==> src/rtl/encrypter_core.sv <==
// encrypter_core: frames a plaintext message with preamble bytes, XORs every
// framed byte with a 5-bit LFSR keystream and writes MSG_LEN ciphertext bytes
// starting at CT_BASE.
//
// Memory timing: mem_raddr is registered and presented during READ. The memory
// returns that byte one cycle later, which is during WRITE. At the end of each
// PAD/WRITE cycle the write strobe, address and data registers are loaded, so
// the strobe is visible in the cycle that follows that state.
module encrypter_core #(
  parameter int ADDR_W  = 8,
  parameter int PT_BASE = 128,
  parameter int CT_BASE = 0,
  parameter int MSG_LEN = 64,
  parameter int MAX_MSG = 50
) (
  input  logic              clk,
  input  logic              init_n,
  input  logic              start,
  input  logic [7:0]        preamble,
  input  logic [7:0]        pre_len,
  input  logic [7:0]        msg_len,
  input  logic [4:0]        lfsr_taps,
  input  logic [4:0]        lfsr_init,
  output logic [ADDR_W-1:0] mem_raddr,
  input  logic [7:0]        mem_rdata,
  output logic              mem_wr_en,
  output logic [ADDR_W-1:0] mem_waddr,
  output logic [7:0]        mem_wdata,
  output logic              busy,
  output logic              done,
  output logic              cfg_err
);

  localparam int IW = $clog2(MSG_LEN) + 1;
  localparam logic [ADDR_W-1:0] PT_A    = ADDR_W'(PT_BASE);
  localparam logic [ADDR_W-1:0] CT_A    = ADDR_W'(CT_BASE);
  localparam logic [7:0]        MAX_B   = 8'(MAX_MSG);
  localparam logic [IW-1:0]     LAST_IX = IW'(MSG_LEN - 1);

  typedef enum logic [2:0] {
    S_IDLE, S_LOAD, S_PAD, S_READ, S_WRITE, S_DONE
  } state_t;

  state_t          state_reg;
  logic [IW-1:0]   idx_reg;
  logic [4:0]      lfsr_reg;
  logic [4:0]      taps_reg;
  logic [7:0]      pre_byte_reg;
  logic [7:0]      pre_cnt_reg;
  logic [7:0]      msg_cnt_reg;

  logic [7:0]        pre_eff, msg_eff;
  logic [4:0]        seed_eff;
  logic              clamp_err;
  logic [IW-1:0]     idx_next;
  logic [8:0]        idx_next9, msg_end9;
  logic              next_is_msg;
  logic [ADDR_W-1:0] next_raddr;
  logic [4:0]        lfsr_next;
  logic [7:0]        key_byte;

  // Configuration clamps applied to the live inputs when LOAD latches them.
  always_comb begin
    pre_eff   = pre_len;
    msg_eff   = msg_len;
    seed_eff  = lfsr_init;
    clamp_err = 1'b0;
    if (pre_len < 8'd7) begin
      pre_eff   = 8'd7;
      clamp_err = 1'b1;
    end else if (pre_len > 8'd12) begin
      pre_eff   = 8'd12;
      clamp_err = 1'b1;
    end
    if (msg_len > MAX_B) begin
      msg_eff   = MAX_B;
      clamp_err = 1'b1;
    end
    if (lfsr_init == 5'd0) begin
      seed_eff  = 5'h01;
      clamp_err = 1'b1;
    end
  end

  // Framing lookahead for the byte after the current one, and keystream step.
  always_comb begin
    idx_next    = idx_reg + 1'b1;
    idx_next9   = 9'(idx_next);
    msg_end9    = {1'b0, pre_cnt_reg} + {1'b0, msg_cnt_reg};
    next_is_msg = (idx_next9 >= {1'b0, pre_cnt_reg}) && (idx_next9 < msg_end9);
    next_raddr  = PT_A + ADDR_W'(idx_next) - ADDR_W'(pre_cnt_reg);
    lfsr_next   = {lfsr_reg[3:0], ^(lfsr_reg & taps_reg)};
    key_byte    = {3'b000, lfsr_reg};
  end

  // Control FSM with registered memory-side and status outputs.
  always_ff @(posedge clk) begin
    if (!init_n) begin
      state_reg    <= S_IDLE;
      idx_reg      <= '0;
      lfsr_reg     <= 5'h01;
      taps_reg     <= '0;
      pre_byte_reg <= '0;
      pre_cnt_reg  <= '0;
      msg_cnt_reg  <= '0;
      mem_raddr    <= '0;
      mem_wr_en    <= 1'b0;
      mem_waddr    <= '0;
      mem_wdata    <= '0;
      busy         <= 1'b0;
      done         <= 1'b0;
      cfg_err      <= 1'b0;
    end else begin
      mem_wr_en <= 1'b0;
      case (state_reg)
        S_IDLE, S_DONE: begin
          if (start) begin
            state_reg <= S_LOAD;
            busy      <= 1'b1;
            done      <= 1'b0;
          end
        end
        S_LOAD: begin
          pre_byte_reg <= preamble;
          pre_cnt_reg  <= pre_eff;
          msg_cnt_reg  <= msg_eff;
          taps_reg     <= lfsr_taps;
          lfsr_reg     <= seed_eff;
          cfg_err      <= clamp_err;
          idx_reg      <= '0;
          // pre_len is at least 7 after clamping, so byte 0 is always padding.
          state_reg    <= S_PAD;
        end
        S_READ: begin
          state_reg <= S_WRITE;
        end
        S_PAD, S_WRITE: begin
          mem_wr_en <= 1'b1;
          mem_waddr <= CT_A + ADDR_W'(idx_reg);
          mem_wdata <= ((state_reg == S_PAD) ? pre_byte_reg : mem_rdata) ^ key_byte;
          lfsr_reg  <= lfsr_next;
          idx_reg   <= idx_next;
          if (idx_reg == LAST_IX) begin
            state_reg <= S_DONE;
            busy      <= 1'b0;
            done      <= 1'b1;
          end else if (next_is_msg) begin
            state_reg <= S_READ;
            mem_raddr <= next_raddr;
          end else begin
            state_reg <= S_PAD;
          end
        end
        default: state_reg <= S_IDLE;
      endcase
    end
  end

endmodule

==> config.mk <==
export PLATFORM = sky130hd
export DESIGN_NAME = encrypter_core
export DESIGN_NICKNAME = d
export VERILOG_FILES = /design/src/rtl/encrypter_core.sv
export SDC_FILE = /design/constraint.sdc
export NUM_CORES = 1
export LEC_CHECK = 0
export BUFFER_PORTS_ARGS = -buffer_cell sky130_fd_sc_hd__buf_2
export CAP_MARGIN = 0
export CORE_MARGIN = 2
export CORE_UTILIZATION = 25
export DETAILED_ROUTE_END_ITERATION = 8
export SETUP_SLACK_MARGIN = 0.15
export SLEW_MARGIN = 20
export SYNTH_ARGS = -nofsm -noshare
export SYNTH_HDL_FRONTEND = slang
export SYNTH_SLANG_ARGS = --single-unit
export TNS_END_PERCENT = 50
==> constraint.sdc <==
create_clock -name clk -period 2.7 [get_ports clk]
set_clock_uncertainty 0.1 [all_clocks]
set_input_delay 0.27 -clock clk [delete_from_list [all_inputs] [get_ports clk]]
set_output_delay 0.27 -clock clk [all_outputs]
set_load 0.02 [all_outputs]
==> run metrics, run 1 <==
synth top area cells=dfxtp_1 (39%), nand2_1 (8.6%), ha_1 (7.5%), a21oi_1 (7.3%), mux2i_1 (3.8%); RR Endpoint=state_reg[0]$_SDFFE_PN0P_; initial antenna violation count=0; Final Non-Filler Cells=approximately 730; wire length per cell=13.4 microns; Arr. time, crit path=around 3.0 ns; vias in the first global route=about 3300; antenna cells=0; Die Y=125 microns; number of CTS-inserted buffers=9; total power=2.99 mW; top-area cell type share of the netlist area=38.6%; Final Hold Vio Count=0; Tightest Pin Transition=a little over 0.7 ns; max cap viols=0; Syn-to-layout area delta=29.9%; FFs w/ async S/R, synth=0%; Root Buffer=clkbuf_16; Worst VDD drop=284 uV; post-synthesis sequential area ratio=around two fifths; CP Class=register to register; first-pass GRT wire length=around 16 mm; largest fanout on the critical path=8; max_slew headroom=about half; antenna viol nets, final=0; RSZ-0062 raised after global routing=true; NetSw=around 0.93 mW; Hold Path Depth=2; Placed Cells=between 700 and 800; required time of the worst setup path=approximately 2.8 ns; critical path capture point type=register; post-synthesis cell type count=between 50 and 60; sequential share of power=39.8%; Synth Instances=450; Clock Power Share=between 30 and 40%; clock latency on the worst-skew pair=0.33 ns; Cell Int Power=between 2 and 2.5 mW; most frequent cell after synthesis=nand2_1; syn avg cell area=roughly 8.2 sq um; Final Max Slew Viols=0; Static Leak=2.04 nW; Net Sw Frac=a little under a third; critical path, cell by cell=ha_4 > inv_2 > fa_2 > nor2b_4 > o31a_1 > buf_4 > a21o_2 > ha_4 > o211ai_1 > nor2_1 > a21oi_1 > o31a_2 > o311a_1; EDFF count, synth=0; CP startpoint=msg_cnt_reg[0]$_SDFFE_PN0P_; residual DRC count=0; cell area after synthesis=3680 sq um; status=complete, but fails checks; Crit path max-delay family=compound AO/OA/AOI/OAI gates; clock sinks=a little over 70; pwr dens=around 630 nW/um^2; Final Cycle Share=107%; Max Fclk=~350 MHz; row count=44; layout cells sized above 1=~25%; part of the power in combinational logic=about a quarter; syn nets=around 520; Worst Hold Class=input port to register; largest net degree at the start of global routing=39; R2R Path Start=msg_cnt_reg[0]$_SDFFE_PN0P_; min-delay src=pre_len[3]; nets@finish=~600; dominant synthesized flop cell=dfxtp_1; flops & latches, synth=71; crit-path max cell delay=about 0.42 ns; WHS Endpoint=pre_cnt_reg[2]$_SDFFE_PN0P_; drt via density=approximately 4.7; Final Hold Slack=about 0.067 ns; die footprint=~16000 sq um; RePlAce Congestion=0.827; clock slew at reported path FFs=approximately 0.06 ns; GRT Residual Overflow=0; Register-to-Register Path Depth=13; Final min period=around 2.9 ns; failing checks=negative setup slack; final setup fails=9; Post-CTS Hold Fix Bufs=0; DR vias=3415; CP max-delay cell=o31a_2; Die Width=roughly 130 microns; 1st-pass router iterations=4; total wire length=between 9 and 10 mm; CP Buf/Inv Count=2; Initial Utilization=between 20% and 30%; setup_tns=-1.36 ns; core area=~14000 sq um; io pins=73; final worst setup slack=-0.178 ns; cell taking the most area after synthesis=dfxtp_1; CTS tree=built; warnings from Yosys=0; H-tree Lvls=3; dpl hpwl=approximately 7.5 mm; clk buf depth=2; Buffers on Ports=71; FF-to-FF setup slack=-0.18 ns; CP startpoint kind=register; most common library cells after synthesis=nand2_1 (84), dfxtp_1 (71), a21oi_1 (54); 1st-iter DRT viols=about 130; Total GRT Usage=roughly 13%; Worst path most repeated cell=ha_4
==> cell families (layout without fill, tap and decap cells) <==
| group | Yosys count | after routing | share of synthesized area, % |
|---|---|---|---|
| adder cells (fa/ha/maj) | 24 | 24 | 8.57 |
| multiplexers | 14 | 14 | 3.81 |
| XOR/XNOR | 22 | 22 | 5.23 |
| other | 1 | 1 | 0.102 |
| AND/OR/NAND/NOR | 163 | 163 | 19.7 |
| AO/OA/AOI/OAI | 116 | 116 | 19.4 |
| flip-flops | 71 | 71 | 38.6 |
| buffers and inverters | 39 | 138 | 4.52 |
==> how the worst max path moves through the flow <==
stage,end,cells past startpoint
after floorplan,state_reg[0]$_SDFFE_PN0P_,15
after global placement,mem_raddr[5]$_SDFFE_PN0P_,15
after detailed placement,mem_raddr[7]$_SDFFE_PN0P_,15
after CTS,mem_raddr[7]$_SDFFE_PN0P_,15
after global routing,mem_raddr[5]$_SDFFE_PN0P_,15
final,state_reg[0]$_SDFFE_PN0P_,13
==> per-layer routing <==
layer | track usage [%] | part of all wire [%] | vias up
li1 | - | - | 1763
met1 | 16.9 | 49 | 1558
met2 | 20.0 | 44 | 80
met3 | 3.08 | 4.8 | 14
met4 | 3.99 | 2.2 | 0
met5 | 0 | 0 | -
==> power by group through the flow <==
stage	Combinational, mW	Sequential [mW]	Clock (mW)
3_3_place_gp	0.683	1.21	0
2_1_floorplan	0.456	1.23	0
5_1_grt	0.782	1.20	1.17
3_5_place_dp	0.696	1.21	0
4_1_cts	0.703	1.19	1.12
6_report	0.703	1.19	1.10
==> timing repair <==
item                                    4_1_cts  5_1_grt
pin swaps                                    12        1
gates resized for setup                       3        3
endpoints found under the setup margin        9        9
cloned                                        0        0
setup buffers                                 1        0
==> area by class of cell <==
cell class | instances | area [sq um]
multi-input cells | 340 | 2150
repair buffers | 108 | 646
flip-flops and latches | 71 | 1420
well taps | 184 | 230
clock buffers | 10 | 239
inverters | 15 | 56.3
clock inverters | 5 | 33.8
fillers | 1525 | 9700
==> metrics by stage <==
stage | worst slack, ns | utilization (%) | cell area (sq um)
finish | -0.178 | 33.0 | 4780
global route | -0.390 | 33.0 | 4780
CTS | -0.256 | 33.0 | 4770
detailed placement | -0.353 | 30.8 | 4460
global placement | -0.287 | 30.8 | 4460
floorplan | -0.0868 | - | 3700
==> cell usage in the layout (no fill, tap or decap), types with 2 or more instances in the layout <==
master,netlist,layout
o31a_1,3,2
or4_1,2,2
buf_4,1,36
nand3_1,9,9
o21bai_1,3,2
nor2_1,33,33
dfxtp_2,0,2
dfxtp_1,71,69
ha_4,0,3
o211ai_1,2,2
a22oi_1,9,9
inv_1,15,14
clkinvlp_4,0,2
buf_2,7,71
xor2_1,6,6
mux2i_1,14,14
clkinv_2,0,2
a21o_1,5,5
a311oi_1,2,2
nand2_1,84,84
ha_1,22,19
clkbuf_16,0,9
nand2b_1,2,2
a211oi_1,6,5
a31oi_1,2,2
a21oi_1,54,54
and3_1,7,7
xnor2_1,16,16
a221oi_1,2,2
o21a_1,3,3
o21ai_0,16,15
nor3_1,9,9
or3_1,2,2
nor4_1,4,4
==> worst reg2reg max path: stages (launching register included) <==
cell	delay (ns)
dfxtp_2	0.33
ha_4	0.16
inv_2	0.05
fa_2	0.22
nor2b_4	0.05
o31a_1	0.26
buf_4	0.14
a21o_2	0.21
ha_4	0.26
o211ai_1	0.09
nor2_1	0.11
a21oi_1	0.07
o31a_2	0.42
o311a_1	0.31
(Power assumes the default switching activity.)
==> run 2: changes to the inputs <==
--- a/config.mk
+++ b/config.mk
@@ -8,8 +8,9 @@
 export BUFFER_PORTS_ARGS = -buffer_cell sky130_fd_sc_hd__buf_2
 export CAP_MARGIN = 0
 export CORE_MARGIN = 2
-export CORE_UTILIZATION = 25
+export CORE_UTILIZATION = 45
 export DETAILED_ROUTE_END_ITERATION = 8
+export PLACE_DENSITY = 0.7
 export SETUP_SLACK_MARGIN = 0.15
 export SLEW_MARGIN = 20
 export SYNTH_ARGS = -nofsm -noshare
==> constraint.sdc (replaced) <==
create_clock -name clk -period 3.2 [get_ports clk]
set_clock_uncertainty 0.1 [all_clocks]
set_input_delay 0.32 -clock clk [delete_from_list [all_inputs] [get_ports clk]]
set_output_delay 0.32 -clock clk [all_outputs]
set_load 0.02 [all_outputs]
==> run 2 against run 1 <==
  * The flow now finishes without violations
  * Sequential power shrank 15%
  * Sequential share of layout area up 2.6 points
  * Power shrank 26%
  * Worst hold slack gained 0.027 ns
  * Non-clock buffer count down 24
  * Critical path depth up 2
  * Core utilization is 23 points higher
  * Largest cell class unchanged
  * Largest power group unchanged
  * Setup slack improved by 0.37 ns
==> run metrics, run 2 (synthesized netlist as in run 1, its figures left out) <==
status=complete, no violations; H-tree Lvls=3 (unchanged); clock latency on the worst-skew pair=0.35 ns (+0.02 ns); dpl hpwl=6.32 mm (-16%); Final min period=3.01 ns (+0.131 ns); first-pass GRT wire length=14.0 mm (-13%); Register-to-Register Path Depth=15 (+2); Syn-to-layout area delta=19.5%; Final Hold Slack=0.0938 ns (+0.0267 ns); WHS Endpoint=pre_cnt_reg[2]$_SDFFE_PN0P_; part of the power in combinational logic=24.7% (+1.2 points); clock slew at reported path FFs=0.08 ns (+0.02 ns); largest fanout on the critical path=8 (unchanged); Initial Utilization=47.1% (+22 points); 1st-iter DRT viols=136 (+3.0%); Hold Path Depth=2 (unchanged); Tightest Pin Transition=0.787 ns (+0.0660 ns); DR vias=3392 (-0.67%); RSZ-0062 raised after global routing=true; clock sinks=71 (unchanged); RR Endpoint=mem_raddr[4]$_SDFFE_PN0P_; critical path capture point type=register; core area=7810 sq um (-46%); Buffers on Ports=71 (unchanged); setup_tns=0 ns (+1.36 ns); Clock Power Share=30.0% (-6.7 points); Post-CTS Hold Fix Bufs=0 (unchanged); Root Buffer=clkbuf_8; most frequent cells in the layout=nand2_1 (84), buf_2 (71), dfxtp_1 (68); pwr dens=505 nW/um^2 (-19%); layout cells sized above 1=22.4% (-2.9 points); initial antenna violation count=0 (unchanged); die footprint=8920 sq um (-43%); Cell Int Power=1.47 mW (-28%); Arr. time, crit path=3.15 ns (+0.15 ns); total wire length=8.79 mm (-11%); sequential share of power=45.4% (+5.6 points); number of CTS-inserted buffers=9 (unchanged); clk buf depth=2 (unchanged); min-delay src=pre_len[3]; largest net degree at the start of global routing=31 (-21%); io pins=73 (unchanged); nets@finish=590 (-3.9%); Die Y=94.4 microns (-25%); final setup fails=0 (-9); Total GRT Usage=20.1% (+7.5 points); R2R Path Start=pre_cnt_reg[0]$_SDFFE_PN0P_; wire length per cell=14.0 microns (+4.3%); row count=32 (-27%); Filler cells=756 (-50%); FF-to-FF setup slack=0.19 ns (+0.37 ns); CP Class=register to register; CP startpoint kind=register; Max Fclk=332 MHz (-4.3%); antenna viol nets, final=0 (unchanged); max_slew headroom=47.0% (-4.8 points); commonest non-fill, non-tap cell in the layout=nand2_1; residual DRC count=0 (unchanged); antenna cells=0 (unchanged); Net Sw Frac=33.6% (+2.5 points); drt via density=5.40 (+16%); NetSw=0.747 mW (-20%); Worst VDD drop=260 uV (-8.6%); Final Max Slew Viols=0 (unchanged); vias in the first global route=3024 (-8.9%); Static Leak=1.86 nW (-8.6%); required time of the worst setup path=3.34 ns (+0.52 ns); Die Width=94.4 microns (-25%); Final Cycle Share=94.0% (-13 points); GRT Residual Overflow=0 (unchanged); max cap viols=0 (unchanged); RePlAce Congestion=0.843 (+2.0%); CTS tree=built; 1st-pass router iterations=5 (+1); Worst Hold Class=input port to register; Final Hold Vio Count=0 (unchanged)
## run 2: worst max path at each step
stage | end | slack (ns) | startpoint
after floorplan | state_reg[0]$_SDFFE_PN0P_ | 0.31 | pre_cnt_reg[0]$_SDFFE_PN0P_
after global placement | mem_raddr[5]$_SDFFE_PN0P_ | 0.14 | pre_cnt_reg[0]$_SDFFE_PN0P_
after detailed placement | mem_raddr[3]$_SDFFE_PN0P_ | 0.05 | pre_cnt_reg[0]$_SDFFE_PN0P_
after CTS | mem_raddr[3]$_SDFFE_PN0P_ | 0.16 | pre_cnt_reg[2]$_SDFFE_PN0P_
after global routing | mem_raddr[7]$_SDFFE_PN0P_ | 0.03 | pre_cnt_reg[0]$_SDFFE_PN0P_
final | mem_raddr[4]$_SDFFE_PN0P_ | 0.19 | pre_cnt_reg[0]$_SDFFE_PN0P_
## run 2: what timing repair did
item	CTS	global route
gates resized for setup	6	9
setup endpoints to repair	9	9
pin swaps	5	10
endpoints found under the hold margin	0	0
cloned	0	0
buffers inserted	3	2
## run 2: final cells by class
class / instances / area (sq um) / area share [%]
flip-flops and latches: 71 / 1430 / 32.4
inverters: 15 / 56.3 / 1.28
multi-input cells: 340 / 2160 / 49.0
well taps: 102 / 128 / 2.90
clock inverters: 6 / 42.5 / 0.967
repair buffers: 84 / 453 / 10.3
clock buffers: 10 / 138 / 3.13
## run 2: critical path: stages, from the launching register on
cell,delay [ns]
dfxtp_2,0.34
ha_4,0.16
inv_2,0.04
fa_2,0.22
nor2b_4,0.05
o31a_1,0.31
o21ai_1,0.12
nand2b_1,0.07
xnor2_1,0.13
ha_1,0.28
o21bai_1,0.17
nor2_1,0.07
a21oi_1,0.15
o31a_1,0.34
nand2_2,0.18
mux2i_1,0.16
## run 2: through the flow
step                      area, sq um  std cells  power [mW]  util [%]  worst slack, ns
after floorplan                  3680        450        1.42         -            0.311
after global placement           4110        607        1.55      52.7            0.145
after detailed placement         4110        607        1.56      52.7           0.0462
after CTS                        4320        626        2.22      55.4            0.159
after global routing             4400        628        2.34      56.3           0.0302
final                            4400        628        2.22      56.3            0.191
## run 2: power by group through the flow
stage	clock network (mW)	logic, mW	registers, mW
finish	0.666	0.549	1.01
global route	0.711	0.609	1.02
CTS	0.678	0.540	1.01
detailed placement	0	0.537	1.03
global placement	0	0.530	1.02
floorplan	0	0.384	1.04
## run 2: per-layer routing
layer / track usage, % / part of all wire (%) / routed length [microns] / vias up
met4: 8.09 / 1.6 / 138 / 0
met3: 3.91 / 4.5 / 397 / 11
met5: 0 / 0 / 0 / -
met1: 27.3 / 48 / 4210 / 1573
li1: - / - / - / 1712
met2: 31.4 / 46 / 4040 / 96
